==> src/rtl/sc_lane_scheduler.sv <==
// Frogger-style lane scheduler: game FSM, base tick divider,
// per-lane shift strobes, lives/score/level bookkeeping.
module sc_lane_scheduler #(
  parameter int unsigned TICK_DIV     = 5000000,
  parameter int unsigned LANE0_PERIOD = 1,
  parameter int unsigned LANE1_PERIOD = 2,
  parameter int unsigned LANE2_PERIOD = 3,
  parameter int unsigned LANE3_PERIOD = 4,
  parameter int unsigned LIVES_INIT   = 3
) (
  input  logic       SC_LANE_SCHEDULER_CLOCK_50,
  input  logic       SC_LANE_SCHEDULER_RESET_InHigh,
  input  logic       SC_LANE_SCHEDULER_startGame_InLow,
  input  logic       SC_LANE_SCHEDULER_collision_InHigh,
  input  logic       SC_LANE_SCHEDULER_goal_InHigh,
  output logic [3:0] SC_LANE_SCHEDULER_shift_OutLow,
  output logic       SC_LANE_SCHEDULER_loadInit_OutLow,
  output logic       SC_LANE_SCHEDULER_playerReset_OutHigh,
  output logic       SC_LANE_SCHEDULER_playEnable_OutHigh,
  output logic [1:0] SC_LANE_SCHEDULER_lives_Out,
  output logic [7:0] SC_LANE_SCHEDULER_score_Out,
  output logic [1:0] SC_LANE_SCHEDULER_level_Out,
  output logic       SC_LANE_SCHEDULER_gameOver_OutHigh
);

  localparam int unsigned TW =
    (TICK_DIV > 2) ? $clog2(TICK_DIV) : 1;
  localparam logic [TW-1:0] TICK_LAST = TW'(TICK_DIV - 1);

  localparam logic [15:0] LANE_PER = {
    4'(LANE3_PERIOD), 4'(LANE2_PERIOD),
    4'(LANE1_PERIOD), 4'(LANE0_PERIOD)
  };

  typedef enum logic [2:0] {
    S_RESET    = 3'd0,
    S_IDLE     = 3'd1,
    S_LOAD     = 3'd2,
    S_PLAY     = 3'd3,
    S_HIT      = 3'd4,
    S_WIN      = 3'd5,
    S_GAMEOVER = 3'd6
  } state_e;

  logic clk;
  logic rst;
  logic start_n;
  logic coll;
  logic goal;

  assign clk     = SC_LANE_SCHEDULER_CLOCK_50;
  assign rst     = SC_LANE_SCHEDULER_RESET_InHigh;
  assign start_n = SC_LANE_SCHEDULER_startGame_InLow;
  assign coll    = SC_LANE_SCHEDULER_collision_InHigh;
  assign goal    = SC_LANE_SCHEDULER_goal_InHigh;

  state_e          state_q;
  state_e          state_d;
  logic [TW-1:0]   tick_q;
  logic [TW-1:0]   tick_d;
  logic [3:0][3:0] lane_q;
  logic [3:0][3:0] lane_d;
  logic [3:0][3:0] per_eff;
  logic [3:0]      lane_wrap;
  logic [3:0]      shift_q;
  logic [3:0]      shift_d;
  logic [1:0]      lives_q;
  logic [1:0]      lives_d;
  logic [7:0]      score_q;
  logic [7:0]      score_d;
  logic [1:0]      level_q;
  logic [1:0]      level_d;
  logic            base_tick;
  logic            in_play;
  logic            new_game;

  logic load_n;
  logic player_rst;
  logic play_en;
  logic game_over;

  assign in_play   = (state_q == S_PLAY);
  assign base_tick = in_play && (tick_q == TICK_LAST);
  assign new_game  = (state_d == S_LOAD) &&
                     ((state_q == S_IDLE) ||
                      (state_q == S_GAMEOVER));

  // Game FSM: next state and Moore outputs.
  always_comb begin
    state_d    = state_q;
    load_n     = 1'b1;
    player_rst = 1'b0;
    play_en    = 1'b0;
    game_over  = 1'b0;
    case (state_q)
      S_RESET: state_d = S_IDLE;
      S_IDLE: begin
        if (!start_n) state_d = S_LOAD;
      end
      S_LOAD: begin
        load_n     = 1'b0;
        player_rst = 1'b1;
        state_d    = S_PLAY;
      end
      S_PLAY: begin
        play_en = 1'b1;
        if (coll)      state_d = S_HIT;
        else if (goal) state_d = S_WIN;
      end
      S_HIT: begin
        player_rst = 1'b1;
        state_d = (lives_q == 2'd0) ? S_GAMEOVER
                                    : S_PLAY;
      end
      S_WIN: state_d = S_LOAD;
      S_GAMEOVER: begin
        game_over = 1'b1;
        if (!start_n) state_d = S_LOAD;
      end
      default: state_d = S_RESET;
    endcase
  end

  // Effective lane periods shrink with level; wraps on base tick.
  always_comb begin
    per_eff   = '0;
    lane_wrap = '0;
    for (int i = 0; i < 4; i++) begin
      per_eff[i] = LANE_PER[i*4 +: 4] >> level_q;
      if (per_eff[i] == 4'd0) per_eff[i] = 4'd1;
      lane_wrap[i] = base_tick &&
                     (lane_q[i] == per_eff[i] - 4'd1);
    end
  end

  // Tick divider and lane counters: run in PLAY, clear in LOAD.
  always_comb begin
    tick_d = tick_q;
    lane_d = lane_q;
    if (state_q == S_LOAD) begin
      tick_d = '0;
      lane_d = '0;
    end else if (in_play) begin
      tick_d = (tick_q == TICK_LAST) ? '0
                                     : tick_q + 1'b1;
      if (base_tick) begin
        for (int i = 0; i < 4; i++) begin
          lane_d[i] = lane_wrap[i] ? 4'd0
                                   : lane_q[i] + 4'd1;
        end
      end
    end
  end

  // Strobes follow the wrap by one cycle, active low.
  assign shift_d = ~lane_wrap;

  // Lives, score and level bookkeeping.
  always_comb begin
    lives_d = lives_q;
    score_d = score_q;
    level_d = level_q;
    if (new_game) begin
      lives_d = 2'(LIVES_INIT);
      score_d = 8'd0;
      level_d = 2'd0;
    end else if (in_play && coll) begin
      if (lives_q != 2'd0) lives_d = lives_q - 2'd1;
    end else if (state_q == S_WIN) begin
      if (score_q != 8'hFF) score_d = score_q + 8'd1;
      if (level_q != 2'd3)  level_d = level_q + 2'd1;
    end
  end

  // State register.
  always_ff @(posedge clk) begin
    if (rst) state_q <= S_RESET;
    else     state_q <= state_d;
  end

  // Tick and lane counter registers.
  always_ff @(posedge clk) begin
    if (rst) begin
      tick_q <= '0;
      lane_q <= '0;
    end else begin
      tick_q <= tick_d;
      lane_q <= lane_d;
    end
  end

  // Registered shift strobes.
  always_ff @(posedge clk) begin
    if (rst) shift_q <= 4'b1111;
    else     shift_q <= shift_d;
  end

  // Game progress registers.
  always_ff @(posedge clk) begin
    if (rst) begin
      lives_q <= 2'd0;
      score_q <= 8'd0;
      level_q <= 2'd0;
    end else begin
      lives_q <= lives_d;
      score_q <= score_d;
      level_q <= level_d;
    end
  end

  assign SC_LANE_SCHEDULER_shift_OutLow        = shift_q;
  assign SC_LANE_SCHEDULER_loadInit_OutLow     = load_n;
  assign SC_LANE_SCHEDULER_playerReset_OutHigh = player_rst;
  assign SC_LANE_SCHEDULER_playEnable_OutHigh  = play_en;
  assign SC_LANE_SCHEDULER_lives_Out           = lives_q;
  assign SC_LANE_SCHEDULER_score_Out           = score_q;
  assign SC_LANE_SCHEDULER_level_Out           = level_q;
  assign SC_LANE_SCHEDULER_gameOver_OutHigh    = game_over;

endmodule

==> config.mk <==
export PLATFORM = sky130hd
export DESIGN_NAME = sc_lane_scheduler
export DESIGN_NICKNAME = d
export VERILOG_FILES = /design/src/rtl/sc_lane_scheduler.sv
export SDC_FILE = /design/constraint.sdc
export NUM_CORES = 1
export LEC_CHECK = 0
export ABC_CLOCK_PERIOD_IN_PS = 2300
export CELL_PAD_IN_SITES_DETAIL_PLACEMENT = 1
export CELL_PAD_IN_SITES_GLOBAL_PLACEMENT = 1
export CORE_MARGIN = 2
export CORE_UTILIZATION = 40
export CTS_CLUSTER_DIAMETER = 120
export DETAILED_ROUTE_END_ITERATION = 7
export HOLD_SLACK_MARGIN = 0.02
export PLACE_DENSITY = 0.76
export SYNTH_ARGS = -nofsm -noshare
export SYNTH_HDL_FRONTEND = slang
export SYNTH_SLANG_ARGS = --single-unit
export TNS_END_PERCENT = 100
==> constraint.sdc <==
create_clock -name SC_LANE_SCHEDULER_CLOCK_50 -period 2.3 [get_ports SC_LANE_SCHEDULER_CLOCK_50]
set_input_delay 0.345 -clock SC_LANE_SCHEDULER_CLOCK_50 [delete_from_list [all_inputs] [get_ports SC_LANE_SCHEDULER_CLOCK_50]]
set_output_delay 0.345 -clock SC_LANE_SCHEDULER_CLOCK_50 [all_outputs]
set_load 0.01 [all_outputs]
==> results of run 1 <==
routing by layer:
metal  up-vias  GRT usage (%)  routed length, microns
met1      1154           25.5                    3190
met5         -              0                       0
met2        28           28.6                    3000
met4         0           3.44                      53
li1       1215              -                       -
met3         6           5.88                     209
registers in the layout (all words and copies together), names as in the netlist:
register	cells
SC_LANE_SCHEDULER_shift_OutLow	4
SC_LANE_SCHEDULER_score_Out	8
SC_LANE_SCHEDULER_level_Out	2
SC_LANE_SCHEDULER_lives_Out	2
lane_q	16
tick_q	23
state_q	3
power by group through the flow:
stage / sequential (mW) / combinational (mW) / clock (mW)
floorplan: 1.05 / 0.0765 / 0
global placement: 1.05 / 0.127 / 0
detailed placement: 1.05 / 0.130 / 0
CTS: 1.03 / 0.131 / 0.979
global route: 1.03 / 0.143 / 1.02
finish: 1.03 / 0.128 / 0.954
through the flow:
stage / worst slack (ns) / util (%) / hold slack [ns] / cells
floorplan: 0.453 / - / 0.446 / 330
global placement: 0.221 / 47.3 / 0.469 / 450
detailed placement: 0.178 / 47.3 / 0.492 / 450
CTS: 0.149 / 50.1 / 0.499 / 466
global route: 0.0107 / 50.1 / 0.529 / 466
finish: 0.159 / 50.1 / 0.496 / 466
worst min-delay path, cell delays in order (launching register included):
cell	delay (ns)
dfxtp_1	0.34
nand2_1	0.06
a21oi_1	0.05
area by class of cell:
cell class	count	area (sq um)
sequential	58	1160
fill	824	3410
clock inverter	2	35.0
clock buffer	14	163
tap	96	120
inverter	12	46.3
multi-input combinational	249	1580
timing repair buffer	35	323
path summary, 6_finish.rpt:
path / to / slack (ns)
max: SC_LANE_SCHEDULER_loadInit_OutLow / 0.16
min: lane_q[1] / 0.50
max reg2reg: lane_q[6] / 0.16
min reg2reg: lane_q[1] / 0.50
cell usage in the layout, fill, tap and decap left out, types with 5 or more instances in the layout:
| cell type | count |
|---|---|
| nand3_1 | 14 |
| ha_1 | 14 |
| dfxtp_1 | 58 |
| and3_1 | 5 |
| o21ai_0 | 11 |
| xnor2_1 | 11 |
| nor2_1 | 45 |
| or3_1 | 10 |
| nor3_1 | 7 |
| nand2b_1 | 5 |
| nor4_1 | 6 |
| a21oi_1 | 25 |
| xor2_1 | 24 |
| inv_1 | 11 |
| buf_4 | 11 |
| nand2_1 | 26 |
| clkdlybuf4s50_1 | 24 |
| nand4_1 | 12 |
| clkbuf_8 | 11 |
kinds of logic after synthesis:
family,after synthesis
AO/OA/AOI/OAI,46
AND/OR/NAND/NOR,151
buffers and inverters,23
adder cells (fa/ha/maj),14
XOR/XNOR,35
flip-flops,58
multiplexers,3
==> impl_results.md, run 1 <==
- GRT overflow: 0
- Largest family of logic cells by synthesized area: simple AND/OR/NAND/NOR gates
- Dominant cell by count in the synthesized netlist: dfxtp_1
- Final Hold Vio Count: 0
- Reg2Reg Depth: 5
- # DRC: 0
- Yosys warning total: 0
- Post-CTS Hold Buffers: 0
- Post-route clock skew: roughly 0.011 ns
- Vias in the first global route: about 2,400
- Dpl hpwl: about 4.6 mm
- Worst Max-Slew Pin Slew: 0.560 ns
- Yosys top cell by area: dfxtp_1
- Total CTS buffers: 9
- Number of flops mapped to enable cells by yosys: 0
- Worst Path Required: ~2 ns
- Post-Syn Area per Cell: roughly 8.6 sq um
- Final ANT Viol Nets: 0
- Max VDD drop: between 0.3 and 0.4 mV
- # port buffers: 24
- Top Ports: 25
- Period utilization: slightly above 90%
- FMAX: 0.467 GHz
- Worst Setup End Kind: primary output
- Global placement routability congestion: between 0.7 and 0.8
- Internal power: approximately 1.6 mW
- Post-synthesis simple-gate area fraction: 28.2%
- Horiz. Die Dim: 88.3 microns
- Seq/Total Area, Yosys: 40.8%
- Row count: 30
- Final #Nets: roughly 380
- Core footprint: between 6000 and 7000 sq um
- Most used cell, CP: nand2b_1
- First-pass GRT wire length: ~11 mm
- Largest net degree at the start of global routing: 24
- Synth Area in XOR/XNOR: roughly 11%
- # Post-CTS Setup Buffers: 0
- Syn nets: between 300 and 400
- WL final: 6.45 mm
- CP Launch Type: flop
- Arr. time, crit path: 1.80 ns
- Unrepaired setup endpoints after global routing: false
- Routed vias: 2,403
- Clk pin slew, worst setup/hold paths: roughly 0.070 ns
- Crit Path Class: reg -> out
- Mux contribution to synthesized area: between 1 and 1.5%
- Synth cell count leaders: 58 x dfxtp_1, 45 x nor2_1, 26 x nand2_1, 25 x a21oi_1, 24 x xor2_1
- Via density: between 5 and 6
- Post-route cell area: about 3400 sq um
- Synthesized area: 2840 sq um
- ANT cells: 0
- Clock Latency Late Sink: between 0.3 and 0.4 ns
- Compound-Gate Fraction of Synth Area: a little under a tenth
- CTS resizes: 0
- Die area: approximately 7800 sq um
- Status: complete, no violations
- Synthesized instance count: 330
- Post-Place Cell Area: around 3200 sq um
- FF+latch count, synth: 58
- Switch share: 22.7%
- CTS Sinks: 58
- Initial Utilization: 41.6%
- Pwr dens: between 600 and 700 nW/um^2
- First-pass iteration count of the detailed router: 4
- Avg WL per Cell: between 10 and 15 microns
- Min cycle time layout: 2.14 ns
- Share of flip-flops with an asynchronous set or reset: 0%
- Adder-cell share of the synthesized area: 6.16%
- Seq pwr share: 48.7%
- Post-synth top flop: dfxtp_1
- Worst-path cell chain: buf_4, nand2b_1, nand2b_1, clkdlybuf4s50_1
- Psw: between 0.4 and 0.5 mW
- Worst r2r src: tick_q[10]
- Slew Viols, Final: 0
- Synth top area cells: dfxtp_1 41%, xor2_1 7.4%, ha_1 6.2%
- Buffers plus inverters on the worst setup path: 2
- Post-synth top area share: about two fifths
- Initial DRC count: 54
- Clock group share of total power: around 45%
- Total Power: 2.11 mW
- TNS Setup: 0 ns
- Area Growth Syn to Fin: 20.5%
- Buffer depth of the longest clock path: 2
- HP Start: lane_q[1]
- Global-route usage over all layers: a little under a fifth
- Layout cells sized above 1: under 10%
- Die Y: approximately 88 microns
- Slew HR: roughly 62%
- Yosys cell types: between 40 and 50
- Leak pwr: 1.25 nW
- Max FO, Critical Path: 10
- H-Tree Depth: 3
- Max_cap viols: 0
- Levels on crit path: 4
- TritonCTS clock tree: yes
- CP max stage delay: ~0.57 ns
- Final setup violating endpoints: 0
- Critical Path Slowest Stage Cell: clkdlybuf4s50_1
- Combinational power share: 6.1%
- CTS root buf: clkbuf_8
- Critical path's top delay family: buffers and inverters
- HP Class: reg -> reg
- Initial antenna violation count: 0
- Min-Delay Path Depth: 2
- CP startpoint: state_q[2]
Power figures use the tool's default switching activity.
==> run 2: changes to the inputs <==
- SLEW_MARGIN: unset -> 30
==> results of run 2 <==
Final layout, timing and power as in run 1 (identical DEF).
==> RTL edit: new RTL, settings of run 1 <==
The 7 states of `state_e` get a one-hot encoding in 7 bits.
--- a/src/rtl/sc_lane_scheduler.sv
+++ b/src/rtl/sc_lane_scheduler.sv
@@ -32,14 +32,14 @@
     4'(LANE1_PERIOD), 4'(LANE0_PERIOD)
   };
 
-  typedef enum logic [2:0] {
-    S_RESET    = 3'd0,
-    S_IDLE     = 3'd1,
-    S_LOAD     = 3'd2,
-    S_PLAY     = 3'd3,
-    S_HIT      = 3'd4,
-    S_WIN      = 3'd5,
-    S_GAMEOVER = 3'd6
+  typedef enum logic [6:0] {
+    S_RESET    = 7'b0000001,
+    S_IDLE     = 7'b0000010,
+    S_LOAD     = 7'b0000100,
+    S_PLAY     = 7'b0001000,
+    S_HIT      = 7'b0010000,
+    S_WIN      = 7'b0100000,
+    S_GAMEOVER = 7'b1000000
   } state_e;
 
   logic clk;
Behaviour: no difference found for any inputs over 10 cycles, from zero or initial values and one cycle with SC_LANE_SCHEDULER_RESET_InHigh high; not proved beyond that.
==> RTL edit against run 1 <==
Sequential power rose by 6%; synthesized area rose by 24%; die area rose by 23%; sequential cell count rose by 4; cell area rose by 21%; clock skew fell by 0.0055 ns; routed wire length rose by 44%; global-route usage rose by 1.3 points; clock power rose by 5%; combinational power rose by 33%; power rose by 7.2%; worst setup slack got worse by 0.081 ns.
==> RTL edit: results <==
export IMPL_numCtsBuffers=9
export IMPL_dp_hpwl_um=6300
export IMPL_status="completed"
export IMPL_syn_num_nets=411
export IMPL_synthTopCellsByCount="dfxtp_1, nand2_1, nand3_1"
export IMPL_drt_pass1_iter_count=4
export IMPL_largest_reg_flops=23
export IMPL_utilization_pct=48.1
export IMPL_async_reset_ff_share_pct=0
export IMPL_hold_class="register to register"
export IMPL_gp_congestion=0.752
export IMPL_grt_busiest_layer="met2"
export IMPL_io_buffer_count=24
export IMPL_wl_met3_um=139
export IMPL_met1_usage_pct=24.2
export IMPL_grt_pass1_vias=3248
export IMPL_drive_gt1_share_pct=14.3
export IMPL_clk_pin_slew_worst_paths_ns=0.07
export IMPL_top_layer="met4"
export IMPL_clock_path_buffers=2
export IMPL_n_fill_cell=1016
export IMPL_wl_met1_um=4370
export IMPL_ys_top_cells_by_area="dfxtp_1, ha_1, mux2i_1"
export IMPL_synth_warnings=0
export IMPL_diodes=0
export IMPL_grtUsageTotal_pct=19.7
export IMPL_wl_per_cell_um=17.1
export IMPL_dpl_cell_count=521
export IMPL_grt_antenna_before_repair=0
export IMPL_regMostFlops="tick_q"
export IMPL_synthCells=393
export IMPL_grtUsageMet2_pct=35.0
export IMPL_dp_slack_ns=0.213
export IMPL_grt_max_degree=27
export IMPL_finalClockSkew_ns=0.00555
export IMPL_place_area_mm2=0.00391
export IMPL_crit_path_start="state_q[1]$_SDFF_PP0_"
export IMPL_grt_pass1_wl_um=15700
export IMPL_synth_seq_area_share_pct=35.3
export IMPL_min_delay_start="lane_q[15]$_SDFFE_PP0P_"
export IMPL_htreeDepth=3
export IMPL_wl_met2_um=4620
export IMPL_crit_arrival_ns=1.88
export IMPL_synth_distinct_cells=55
export IMPL_max_stage_delay_ns=0.52
export IMPL_drt_vias_per_instance=5.92
export IMPL_switching_share_pct=24.5
export IMPL_use_met3_pct=2.86
export IMPL_worst_skew_pair_late_latency_ns=0.34
export IMPL_ir_worst_vdd_uv=230
export IMPL_p_leak_nw=1.49
export IMPL_clockRootBuffer="clkbuf_8"
export IMPL_tightest_slew_ns=0.544
export IMPL_worstPathMaxFanout=9
export IMPL_fin_cells=541
export IMPL_crit_family="buffers and inverters"
export IMPL_slowest_stage="clkdlybuf4s50_1"
export IMPL_dr_first_iter_drc_count=111
export IMPL_nets=446
-- RTL edit: area by class of cell --
cell class | count | share of cell area [%]
repair buffers | 48 | 10.2
well taps | 108 | 3.25
clock inverters | 4 | 1.08
flip-flops and latches | 62 | 29.9
multi-input cells | 292 | 50.5
inverters | 15 | 1.36
clock buffers | 12 | 3.73
-- RTL edit: worst paths after layout --
kind                                               end  slack [ns]  cells after the start
hold reg to reg                lane_q[15]$_SDFFE_PP0P_        0.48                      2
setup reg to reg               tick_q[13]$_SDFFE_PP0P_        0.17                      6
hold / removal                 lane_q[15]$_SDFFE_PP0P_        0.48                      2
setup / recovery  SC_LANE_SCHEDULER_playEnable_OutHigh        0.08                      6
-- RTL edit: power by group through the flow --
stage                     clock network (mW)  registers (mW)  logic, mW
after floorplan                            0            1.11      0.105
after global placement                     0            1.11      0.146
after detailed placement                   0            1.11      0.150
after CTS                               1.01            1.09      0.155
after global routing                    1.06            1.09      0.186
final                                   1.00            1.09      0.170
-- RTL edit: cells by family after synthesis --
family | share of synthesized area (%)
AO/OA/AOI/OAI | 15.4
XOR/XNOR | 2.99
adder cells (fa/ha/maj) | 4.62
buffers and inverters | 5.33
flip-flops | 35.3
multiplexers | 4.87
AND/OR/NAND/NOR | 31.5
-- RTL edit: worst min-delay path: cells and delay by family, from the launching register on --
kind             cells  cell delay (ns)
multiplexers         1             0.05
AND/OR/NAND/NOR      1             0.06
flip-flops           1             0.33
-- RTL edit: what timing repair did --
item                       in CTS  in global routing
pin swaps                       0                  2
buffers inserted                0                  4
gates resized for setup         4                  3
setup endpoints to repair       3                  2
